## config.mk

```make
export PLATFORM = sky130hd
export DESIGN_NAME = keypad_matrix_emulator_flat
export DESIGN_NICKNAME = d
export VERILOG_FILES = /design/src/rtl/keypad_matrix_emulator_if.sv /design/src/rtl/keypad_matrix_emulator.sv /design/src/flat_wrapper.sv
export SDC_FILE = /design/constraint.sdc
export NUM_CORES = 1
export LEC_CHECK = 0
export CORE_AREA = 2 2 80 82
export CTS_BUF_LIST = sky130_fd_sc_hd__clkbuf_8 sky130_fd_sc_hd__clkbuf_16
export CTS_CLUSTER_SIZE = 30
export DETAILED_ROUTE_END_ITERATION = 8
export DIE_AREA = 0 0 82 84
export GPL_TIMING_DRIVEN = 0
export PLACE_DENSITY_LB_ADDON = 0.3
export RECOVER_POWER = 50
export SYNTH_ARGS = -nofsm -noshare
export SYNTH_HDL_FRONTEND = slang
export SYNTH_SLANG_ARGS = --single-unit
```

## constraint.sdc

```tcl
create_clock -name CLK -period 3 [get_ports CLK]
set_clock_uncertainty 0.2 [all_clocks]
set_input_delay 0.45 -clock CLK [delete_from_list [all_inputs] [get_ports CLK]]
set_output_delay 0.45 -clock CLK [all_outputs]
set_load 0.02 [all_outputs]
```

## src/rtl/keypad_matrix_emulator_if.sv

```systemverilog
// ---------------------------------------------------------------------------
// keypad_matrix_emulator_if
//   Valid/ready channel that carries key codes into the keypad emulator.
//
//   Signals:
//     key_valid  - key_code is offered this cycle (driven by the sender)
//     key_code   - [3:2] row index, [1:0] column index (driven by the sender)
//     key_ready  - emulator queue can accept a code (driven by the emulator)
//
//   Modports:
//     master - key sender (testbench, command source)
//     slave  - keypad_matrix_emulator
// ---------------------------------------------------------------------------
interface keypad_matrix_emulator_if;
  logic       key_valid;
  logic [3:0] key_code;
  logic       key_ready;

  modport master (output key_valid, output key_code, input key_ready);
  modport slave  (input key_valid, input key_code, output key_ready);
endinterface

```

## src/rtl/keypad_matrix_emulator.sv

```systemverilog
// ---------------------------------------------------------------------------
// keypad_matrix_emulator
//   4x4 keypad model driving the far end of a row/column scanned matrix.
//   Key codes arrive over a valid/ready channel into a small FIFO; each code
//   is replayed as a press of HOLD_CYCLES followed by RELEASE_CYCLES with all
//   keys open. While a key is closed, its row line follows its column line,
//   exactly as a real switch would.
//
//   Ports:
//     CLK        - system clock, rising edge
//     CLR        - asynchronous active-low reset
//     kbus       - key code channel (slave side: key_valid/key_code in,
//                  key_ready out)
//     Column     - scanner column drive, active-low
//     Row        - row sense lines, active-low, 1 = open
//     busy       - pressing/releasing or codes still queued
//     pressed    - high while a key is held closed
//     fifo_count - number of queued codes
//
//   Optional feature (compile-time macro KEYPAD_EMU_BOUNCE_EN):
//     Adds contact bounce driven by an 8-bit LFSR during the first
//     BOUNCE_CYCLES cycles of both the press and the release.
// ---------------------------------------------------------------------------
module keypad_matrix_emulator #(
  parameter int HOLD_CYCLES    = 2500000,
  parameter int RELEASE_CYCLES = 2500000,
  parameter int FIFO_DEPTH     = 4,
  parameter int BOUNCE_CYCLES  = 64
) (
  input  logic                          CLK,
  input  logic                          CLR,
  keypad_matrix_emulator_if.slave       kbus,
  input  logic [3:0]                    Column,
  output logic [3:0]                    Row,
  output logic                          busy,
  output logic                          pressed,
  output logic [$clog2(FIFO_DEPTH):0]   fifo_count
);

  localparam int PTR_W = $clog2(FIFO_DEPTH);
  localparam int CNT_W = PTR_W + 1;

  // Counter sized for the longest phase and for the bounce thresholds,
  // so every comparison against it shares one width.
  localparam int CTR_MAX_HR = (HOLD_CYCLES > RELEASE_CYCLES) ? HOLD_CYCLES : RELEASE_CYCLES;
  localparam int CTR_MAX    = (CTR_MAX_HR > BOUNCE_CYCLES) ? CTR_MAX_HR : BOUNCE_CYCLES;
  localparam int CTR_W      = $clog2(CTR_MAX + 1);

  typedef enum logic [1:0] {IDLE, PRESS, RELEASE} state_t;

  logic [3:0]       r_mem [FIFO_DEPTH];
  logic [PTR_W-1:0] r_wr_ptr;
  logic [PTR_W-1:0] r_rd_ptr;
  logic [CNT_W-1:0] r_count;

  state_t           r_state,   w_state_nx;
  logic [CTR_W-1:0] r_counter, w_counter_nx;
  logic [3:0]       r_cur_key, w_cur_key_nx;

  logic w_ready;
  logic w_push;
  logic w_pop;
  logic w_contact;

  // Ready comes from the registered count only; a pop in the same cycle
  // does not open a slot early.
  assign w_ready        = (r_count != CNT_W'(FIFO_DEPTH));
  assign kbus.key_ready = w_ready;
  assign w_push         = kbus.key_valid & w_ready;

  // NOTE: storage is deliberately left out of reset; the pointers and count
  // define which entries are meaningful, so clearing the array buys nothing.
  always_ff @(posedge CLK) begin
    if (w_push) r_mem[r_wr_ptr] <= kbus.key_code;
  end

  // NOTE: all sequential state uses non-blocking assignments so every
  // register samples pre-edge values regardless of process ordering.
  always_ff @(posedge CLK or negedge CLR) begin
    if (!CLR) begin
      r_wr_ptr <= '0;
      r_rd_ptr <= '0;
      r_count  <= '0;
    end else begin
      // Power-of-two depth: pointers wrap naturally.
      if (w_push) r_wr_ptr <= r_wr_ptr + 1'b1;
      if (w_pop)  r_rd_ptr <= r_rd_ptr + 1'b1;
      case ({w_push, w_pop})
        2'b10:   r_count <= r_count + 1'b1;
        2'b01:   r_count <= r_count - 1'b1;
        default: r_count <= r_count;
      endcase
    end
  end

  // State register
  always_ff @(posedge CLK or negedge CLR) begin
    if (!CLR) begin
      r_state   <= IDLE;
      r_counter <= '0;
      r_cur_key <= '0;
    end else begin
      r_state   <= w_state_nx;
      r_counter <= w_counter_nx;
      r_cur_key <= w_cur_key_nx;
    end
  end

  // Next-state logic
  always_comb begin
    // NOTE: every output of this block is defaulted first so no path can
    // leave one unassigned and infer a latch.
    w_state_nx   = r_state;
    w_counter_nx = r_counter;
    w_cur_key_nx = r_cur_key;
    w_pop        = 1'b0;
    case (r_state)
      IDLE: begin
        if (r_count != '0) begin
          w_pop        = 1'b1;
          w_cur_key_nx = r_mem[r_rd_ptr];
          w_counter_nx = CTR_W'(HOLD_CYCLES - 1);
          w_state_nx   = PRESS;
        end
      end
      PRESS: begin
        if (r_counter == '0) begin
          w_counter_nx = CTR_W'(RELEASE_CYCLES - 1);
          w_state_nx   = RELEASE;
        end else begin
          w_counter_nx = r_counter - 1'b1;
        end
      end
      RELEASE: begin
        if (r_counter == '0) w_state_nx = IDLE;
        else                 w_counter_nx = r_counter - 1'b1;
      end
      default: w_state_nx = IDLE;
    endcase
  end

`ifdef KEYPAD_EMU_BOUNCE_EN
  // Fibonacci LFSR, x^8 + x^6 + x^5 + x^4 + 1.
  logic [7:0] r_lfsr;

  always_ff @(posedge CLK or negedge CLR) begin
    if (!CLR) r_lfsr <= 8'hA5;
    else      r_lfsr <= {r_lfsr[6:0], r_lfsr[7] ^ r_lfsr[5] ^ r_lfsr[4] ^ r_lfsr[3]};
  end

  // The counter loads N-1 on entry and counts down, so the first
  // BOUNCE_CYCLES cycles of a phase are those with counter >= N-BOUNCE.
  // A phase no longer than the window bounces for its whole length.
  localparam int PRESS_THR = (HOLD_CYCLES > BOUNCE_CYCLES) ? HOLD_CYCLES - BOUNCE_CYCLES : 0;
  localparam int REL_THR   = (RELEASE_CYCLES > BOUNCE_CYCLES) ? RELEASE_CYCLES - BOUNCE_CYCLES : 0;

  always_comb begin
    w_contact = 1'b0;
    case (r_state)
      PRESS:   w_contact = (r_counter >= CTR_W'(PRESS_THR)) ? r_lfsr[0] : 1'b1;
      RELEASE: w_contact = (r_counter >= CTR_W'(REL_THR))   ? r_lfsr[0] : 1'b0;
      default: w_contact = 1'b0;
    endcase
  end
`else
  assign w_contact = (r_state == PRESS);
`endif

  // Switch model: a closed contact ties the key's row to its column, so the
  // row follows the column drive combinationally. Other columns are ignored.
  always_comb begin
    Row = 4'b1111;
    if (w_contact) Row[r_cur_key[3:2]] = Column[r_cur_key[1:0]];
  end

  assign pressed    = (r_state == PRESS);
  assign busy       = (r_state != IDLE) | (r_count != '0);
  assign fifo_count = r_count;

endmodule

```

## src/flat_wrapper.sv

```systemverilog
// flat-port wrapper written by rule: the top's interface ports become plain ports
module keypad_matrix_emulator_flat 
#(
  parameter int HOLD_CYCLES    = 2500000,
  parameter int RELEASE_CYCLES = 2500000,
  parameter int FIFO_DEPTH     = 4,
  parameter int BOUNCE_CYCLES  = 64
)
  (CLK, CLR, Column, Row, busy, pressed, fifo_count, kbus_key_valid, kbus_key_code, kbus_key_ready);
  keypad_matrix_emulator_if kbus_i ();
  input  logic CLK;
  input  logic CLR;
  input  logic [3:0] Column;
  output logic [3:0] Row;
  output logic busy;
  output logic pressed;
  output logic [$clog2(FIFO_DEPTH):0] fifo_count;
  input wire logic [$bits(kbus_i.key_valid)-1:0] kbus_key_valid;
  input wire logic [$bits(kbus_i.key_code)-1:0] kbus_key_code;
  output wire logic [$bits(kbus_i.key_ready)-1:0] kbus_key_ready;
  assign kbus_i.key_valid = kbus_key_valid;
  assign kbus_i.key_code = kbus_key_code;
  assign kbus_key_ready = kbus_i.key_ready;
  keypad_matrix_emulator #(.HOLD_CYCLES(HOLD_CYCLES), .RELEASE_CYCLES(RELEASE_CYCLES), .FIFO_DEPTH(FIFO_DEPTH), .BOUNCE_CYCLES(BOUNCE_CYCLES)) u_core (.CLK(CLK), .CLR(CLR), .kbus(kbus_i), .Column(Column), .Row(Row), .busy(busy), .pressed(pressed), .fifo_count(fifo_count));
endmodule
```

==> metrics.txt, run 1 <==
R2R depth 8; post-synthesis simple-gate area fraction 0.208; Peak VDD IR 0.416 mV; fin crit share 0.928; DR vias/cell 5.63; most common cell after layout, fill and taps aside dfrtp_1; clk_lat worst skew 310 ps; slew margin rel. -0.278; CP startpoint kind input pin; vias 2089; CP Data Arrival Time 2130 ps; synthesized cell area 2800 um2; Leak 1.28 nW; RSZ-0062 raised after global routing no; die width 82 um; routed length per instance 15.8 um; TritonCTS clock tree yes; H-tree Lvls 2; grt met2 use 0.271; post-synth cell types 53; die area 6890 um2; I/O Pins 21; largest net degree at the start of global routing 36; largest family of logic cells by synthesized area simple AND/OR/NAND/NOR gates; crit-path max FO 3; remaining antenna violation count 0; Initial Utilization 0.459; CP Cell Sequence clkdlybuf4s50_1 -> mux4_2 -> nor2b_1 -> nand3b_1 -> clkdlybuf4s50_1; postcts setup bufs 0; highest-delay cell along the critical path clkdlybuf4s50_1; Core ar. 6100 um2; Total GRT Usage 0.184; hold_buf cts 0; critical path type in2out; minimum clock period 2780 ps; Syn Inst Count 266; GRT met1 Usage 0.275; post-DP HPWL 4190 um; fillers 537; Multi-input gate area 1320 um2; XOR/XNOR Fraction of Synth Area 0.0250; TritonCTS Buffers 5; vias in the first global route 1987; adder-cell area share of the yosys netlist 0.0608; register area 1360 um2; Compound-Gate Fraction of Synth Area 0.134; Power per Cell Area 952 nW/um2; diode count 0; DR pass1 iterations 4; CTS clk-pin slew, worst paths 90 ps; max-slew violation count 36; Overflow after GRT 0; Worst-Margin Slew 1920 ps; P&R area growth vs syn 13.9%; Hold Crit Class reg2reg; RePlAce Congestion 0.830; number of synthesized flops with an enable pin 16; # setup viols final 0; CP max stage delay 550 ps; drt total wl 5850 um; die height 84 um; initial antenna violation count 0; critical path capture point type primary output; final setup TNS 0 ps; crit path buf inv count 2; gr busiest metal met1; WHS Path Cells 2; CP top delay family buffers and inverters; f_max 359 MHz; synth warn 0; most used cell, CP clkdlybuf4s50_1; ys flop type dfrtp_1; final hold viol count 0; fraction of layout cells with a size suffix above 1 0.105; DRC Markers 0; register bit total from synthesis 51; async set or reset register ratio after synthesis 0.686; max-cap violations 1; worst-case clock buffer depth 2; fin nets 317; commonest cells after routing, fill and taps aside dfrtp_1, nand2_1, a21oi_1, nor2_1; syn avg cell area 10.5 um2; Sinks on Clock Net 51; grt met3 use 0.0357; Mapped Nets 290; WP data required 2350 ps; root buffer cell clkbuf_8; first-pass GRT wire length 9740 um; Pwr Total 3.04 mW; failing checks capacitance limit, slew limit; register area share after synthesis 0.484; status complete, but fails checks; Initial DRC Count 174; Min Hold Slack 298 ps; mux cell area share after synthesis 0.0442; IO buf count 20; Cell Rows 29; CP Depth 5
## state kept, by name (all words and copies together) (netlist names)
| signal | flops |
|---|---|
| u_core.r_cur_key | 4 |
| u_core.r_state | 2 |
| u_core.r_mem | 16 |
| u_core.r_wr_ptr | 2 |
| u_core.r_counter | 22 |
| u_core.r_rd_ptr | 2 |
| u_core.fifo_count | 3 |
## through the flow
step | std cells | cell area [um2] | worst slack (ps) | utilization
CTS | 371 | 3190 | 54.1 | 0.523
global placement | 363 | 3100 | 73.8 | 0.508
floorplan | 266 | 2800 | 547 | -
detailed placement | 363 | 3090 | 51.7 | 0.507
finish | 371 | 3190 | 216 | 0.523
global route | 371 | 3190 | 85.4 | 0.523
## power breakdown
part           leakage (nW)  internal, mW  total, mW  switching [mW]
sequential            0.575         0.940       1.15           0.214
clock                0.0491         0.172      0.423           0.251
combinational         0.654         0.646       1.46           0.813
## final cells by class
class | count | area share
plain buffers | 7 | 0.0200
inverters | 16 | 0.0188
repair buffers | 20 | 0.0624
clock buffers | 5 | 0.0216
multi-input cells | 192 | 0.414
clock inverters | 3 | 0.00824
flip-flops and latches | 51 | 0.425
well taps | 77 | 0.0302
## final timing paths
kind                                                    end                        startpoint  slack, ps
setup reg to reg           u_core.fifo_count[2]$_DFFE_PN0P_  u_core.fifo_count[0]$_DFFE_PN0P_        420
max in group asynchronous   u_core.r_cur_key[1]$_DFFE_PN0P_                               CLR       1040
min in group asynchronous  u_core.r_counter[15]$_DFFE_PN0P_                               CLR        460
setup / recovery                                     Row[1]                         Column[3]        220
hold reg to reg             u_core.r_cur_key[1]$_DFFE_PN0P_   u_core.r_cur_key[1]$_DFFE_PN0P_        300
hold / removal              u_core.r_cur_key[1]$_DFFE_PN0P_   u_core.r_cur_key[1]$_DFFE_PN0P_        300
## cell families after synthesis
kind of cell / count (synthesis)
and+or+nand+nor: 106
AOI/OAI and AO/OA: 59
DFF: 51
buffers and inverters: 23
adders and majority gates: 13
xor gates and xnor gates: 8
muxes: 6
## cell usage after synthesis (2+ instances only)
library cell | n | area [um2]
dfrtp_1 | 35 | 876
nand2_1 | 28 | 105
a21oi_1 | 22 | 110
nor2_1 | 21 | 78.8
edfxtp_1 | 16 | 480
inv_1 | 16 | 60.1
ha_1 | 12 | 150
nor3_1 | 12 | 60.1
o21ai_0 | 9 | 45.0
a31oi_1 | 6 | 37.5
nand3_1 | 6 | 30.0
and3_1 | 5 | 31.3
mux4_2 | 5 | 113
o22a_1 | 5 | 43.8
or3_1 | 5 | 31.3
xnor2_1 | 5 | 43.8
nor4_1 | 4 | 25.0
o21ai_1 | 4 | 20.0
o31ai_1 | 3 | 22.5
or4_1 | 3 | 22.5
xor2_1 | 3 | 26.3
a211oi_1 | 2 | 15.0
and2_1 | 2 | 12.5
clkbuf_1 | 2 | 7.51
nand2b_1 | 2 | 12.5
nand3b_1 | 2 | 15.0
nand4_1 | 2 | 12.5
nor2b_1 | 2 | 12.5
nor4_2 | 2 | 25.0
or2_2 | 2 | 12.5
## metal layers
layer,vias up,share of wire,routed length (um)
met5,-,0,0
met3,9,0.041,240
met4,0,0.015,89
li1,1023,-,-
met1,1017,0.48,2790
met2,40,0.47,2730
## worst min-delay path, delay by kind of cell, from the launching register on
kind	cells	cell delay [ps]
flops	1	370
simple gates	2	100
## what timing repair did
item,CTS,global route
hold endpoints to repair,0,0
resized for setup,0,2
endpoints found under the setup margin,0,2
No activity file was read; power rests on OpenSTA's default activity.
==> run 2, diff against run 1 <==
--- a/config.mk
+++ b/config.mk
@@ -7,12 +7,14 @@
 export LEC_CHECK = 0
 export CORE_AREA = 2 2 80 82
 export CTS_BUF_LIST = sky130_fd_sc_hd__clkbuf_8 sky130_fd_sc_hd__clkbuf_16
+export CTS_CLUSTER_DIAMETER = 150
 export CTS_CLUSTER_SIZE = 30
 export DETAILED_ROUTE_END_ITERATION = 8
 export DIE_AREA = 0 0 82 84
 export GPL_TIMING_DRIVEN = 0
 export PLACE_DENSITY_LB_ADDON = 0.3
 export RECOVER_POWER = 50
+export SKIP_LAST_GASP = 1
 export SYNTH_ARGS = -nofsm -noshare
 export SYNTH_HDL_FRONTEND = slang
 export SYNTH_SLANG_ARGS = --single-unit
==> results of run 2 <==
No change in the layout: final DEF, timing and power equal those of run 1.
==> run 3, diff against run 2 <==
==> constraint.sdc (replaced) <==
create_clock -name CLK -period 3.25 [get_ports CLK]
set_clock_uncertainty 0.2 [all_clocks]
set_input_delay 0.4875 -clock CLK [delete_from_list [all_inputs] [get_ports CLK]]
set_output_delay 0.4875 -clock CLK [all_outputs]
set_load 0.02 [all_outputs]
==> run 3 against run 2 <==
  * The flow still finishes with violations (capacitance limit, slew limit)
  * Combinational power decreased by 8%
  * Sequential power shrank 7%
  * Die area unchanged
  * Global-route usage unchanged
  * Clock power shrank 7.6%
  * Routed wire length increased by 0.12%
  * Largest cell class unchanged
  * Critical path depth up 1
  * Register-to-register slack improved by 250 ps
  * Sequential share of layout area is 0.067 points higher
  * Setup slack improved by 13 ps
  * Core utilization is 0.082 points lower
  * Critical endpoint is now Row[2]
  * Worst hold slack unchanged
==> metrics.txt, run 3 (same netlist as run 1, synthesis figures left out) <==
IO buf count 20; largest net degree at the start of global routing 36; failing checks capacitance limit, slew limit; Peak VDD IR 0.384 mV; max-cap violations 1; P&R area growth vs syn 13.8%; fin nets 317; max reg flops 22; NetSw 1.18 mW; TritonCTS clock tree yes; clk_lat worst skew 310 ps; Leak 1.28 nW; Worst-Margin Slew 1920 ps; WP data required 2560 ps; Overflow after GRT 0; Reg power frac 0.380; drt total wl 5860 um; Sinks on Clock Net 51; I/O Pins 21; met2 wire len 2730 um; Total GRT Usage 0.184; CTS clk-pin slew, worst paths 90 ps; root buffer cell clkbuf_8; worst slack, placed 227 ps; Initial DRC Count 174; Layout Utilization 0.523; CP Data Arrival Time 2330 ps; final setup TNS 0 ps; Core ar. 6100 um2; max-slew violation count 36; DR vias/cell 5.63; minimum clock period 3020 ps; Hold Crit Class reg2reg; final hold viol count 0; vias 2089; DRT met1 WL 2800 um; Clk pwr share 0.139; first-pass GRT wire length 9740 um; post-DP HPWL 4190 um; post-route cell area 3190 um2; # setup viols final 0; slew margin rel. -0.278; commonest cells after routing, fill and taps aside dfrtp_1, nand2_1, a21oi_1, nor2_1; Largest regs u_core.r_counter x22, u_core.r_mem x16, u_core.r_cur_key x4; die width 82 um; RePlAce Congestion 0.830; f_max 331 MHz; critical path type in2out; diode count 0; die area 6890 um2; routed length per instance 15.8 um; vias in the first global route 1987; DRC Markers 0; cts repair resizes 0; Comb pwr share 0.481; worst-case clock buffer depth 2; Switching Share 0.421; remaining antenna violation count 0; Cell Rows 29; Min Hold Slack 298 ps; CP startpoint kind input pin; H-tree Lvls 2; fin crit share 0.930; Pwr Total 2.81 mW; RSZ-0062 raised after global routing no; placed cell area 3090 um2; initial antenna violation count 0; TritonCTS Buffers 5; Biggest register u_core.r_counter; fraction of layout cells with a size suffix above 1 0.105; crit-path max FO 3; DR top layer met4; placed cell count 363; Power per Cell Area 881 nW/um2; Final Non-Filler Cells 371; postcts setup bufs 0; die height 84 um; status complete, but fails checks; critical path capture point type primary output; DR pass1 iterations 4; final worst setup slack 229 ps; routed wl met3 240 um; most common cell after layout, fill and taps aside dfrtp_1; internal power 1.62 mW; Initial Utilization 0.459; hold_buf cts 0
==> run 3: path summary, 6_finish.rpt <==
path                                                  startpoint                          endpoint  slack [ps]  cells past startpoint
worst max-delay path                                   Column[3]                            Row[2]         230                      6
min in group asynchronous                                    CLR  u_core.r_counter[15]$_DFFE_PN0P_         490                      1
max in group asynchronous                                    CLR   u_core.r_cur_key[1]$_DFFE_PN0P_        1250                      1
worst min register to register   u_core.r_cur_key[1]$_DFFE_PN0P_   u_core.r_cur_key[1]$_DFFE_PN0P_         300                      2
worst max register to register  u_core.fifo_count[0]$_DFFE_PN0P_  u_core.fifo_count[2]$_DFFE_PN0P_         670                      8
worst min-delay path             u_core.r_cur_key[1]$_DFFE_PN0P_   u_core.r_cur_key[1]$_DFFE_PN0P_         300                      2
==> run 3: area by class of cell <==
| type | count | area (um2) |
|---|---|---|
| plain buffers | 7 | 63.8 |
| clock buffers | 5 | 68.8 |
| clock inverters | 3 | 26.3 |
| fillers | 538 | 2910 |
| inverters | 16 | 60.1 |
| multi-input cells | 192 | 1320 |
| flip-flops and latches | 51 | 1360 |
| well taps | 77 | 96.3 |
| repair buffers | 20 | 194 |
==> run 3: worst max-delay path, cell delays in order <==
cell	delay [ps]
clkdlybuf4s50_1	390
mux4_2	460
nor2b_1	190
nor2b_1	190
nand2_1	70
clkdlybuf4s50_1	560
==> run 3: routing by layer <==
layer	GRT usage	up-vias
met5	0	-
met4	0.0530	0
met3	0.0357	9
met2	0.271	40
met1	0.275	1017
li1	-	1023
==> run 3: power groups by stage <==
stage | Combinational (mW) | Clock, mW | Sequential, mW
3_3_place_gp | 1.32 | 0 | 1.07
4_1_cts | 1.36 | 0.399 | 1.06
3_5_place_dp | 1.35 | 0 | 1.08
2_1_floorplan | 0.995 | 0 | 1.05
5_1_grt | 1.51 | 0.427 | 1.10
6_report | 1.35 | 0.391 | 1.07
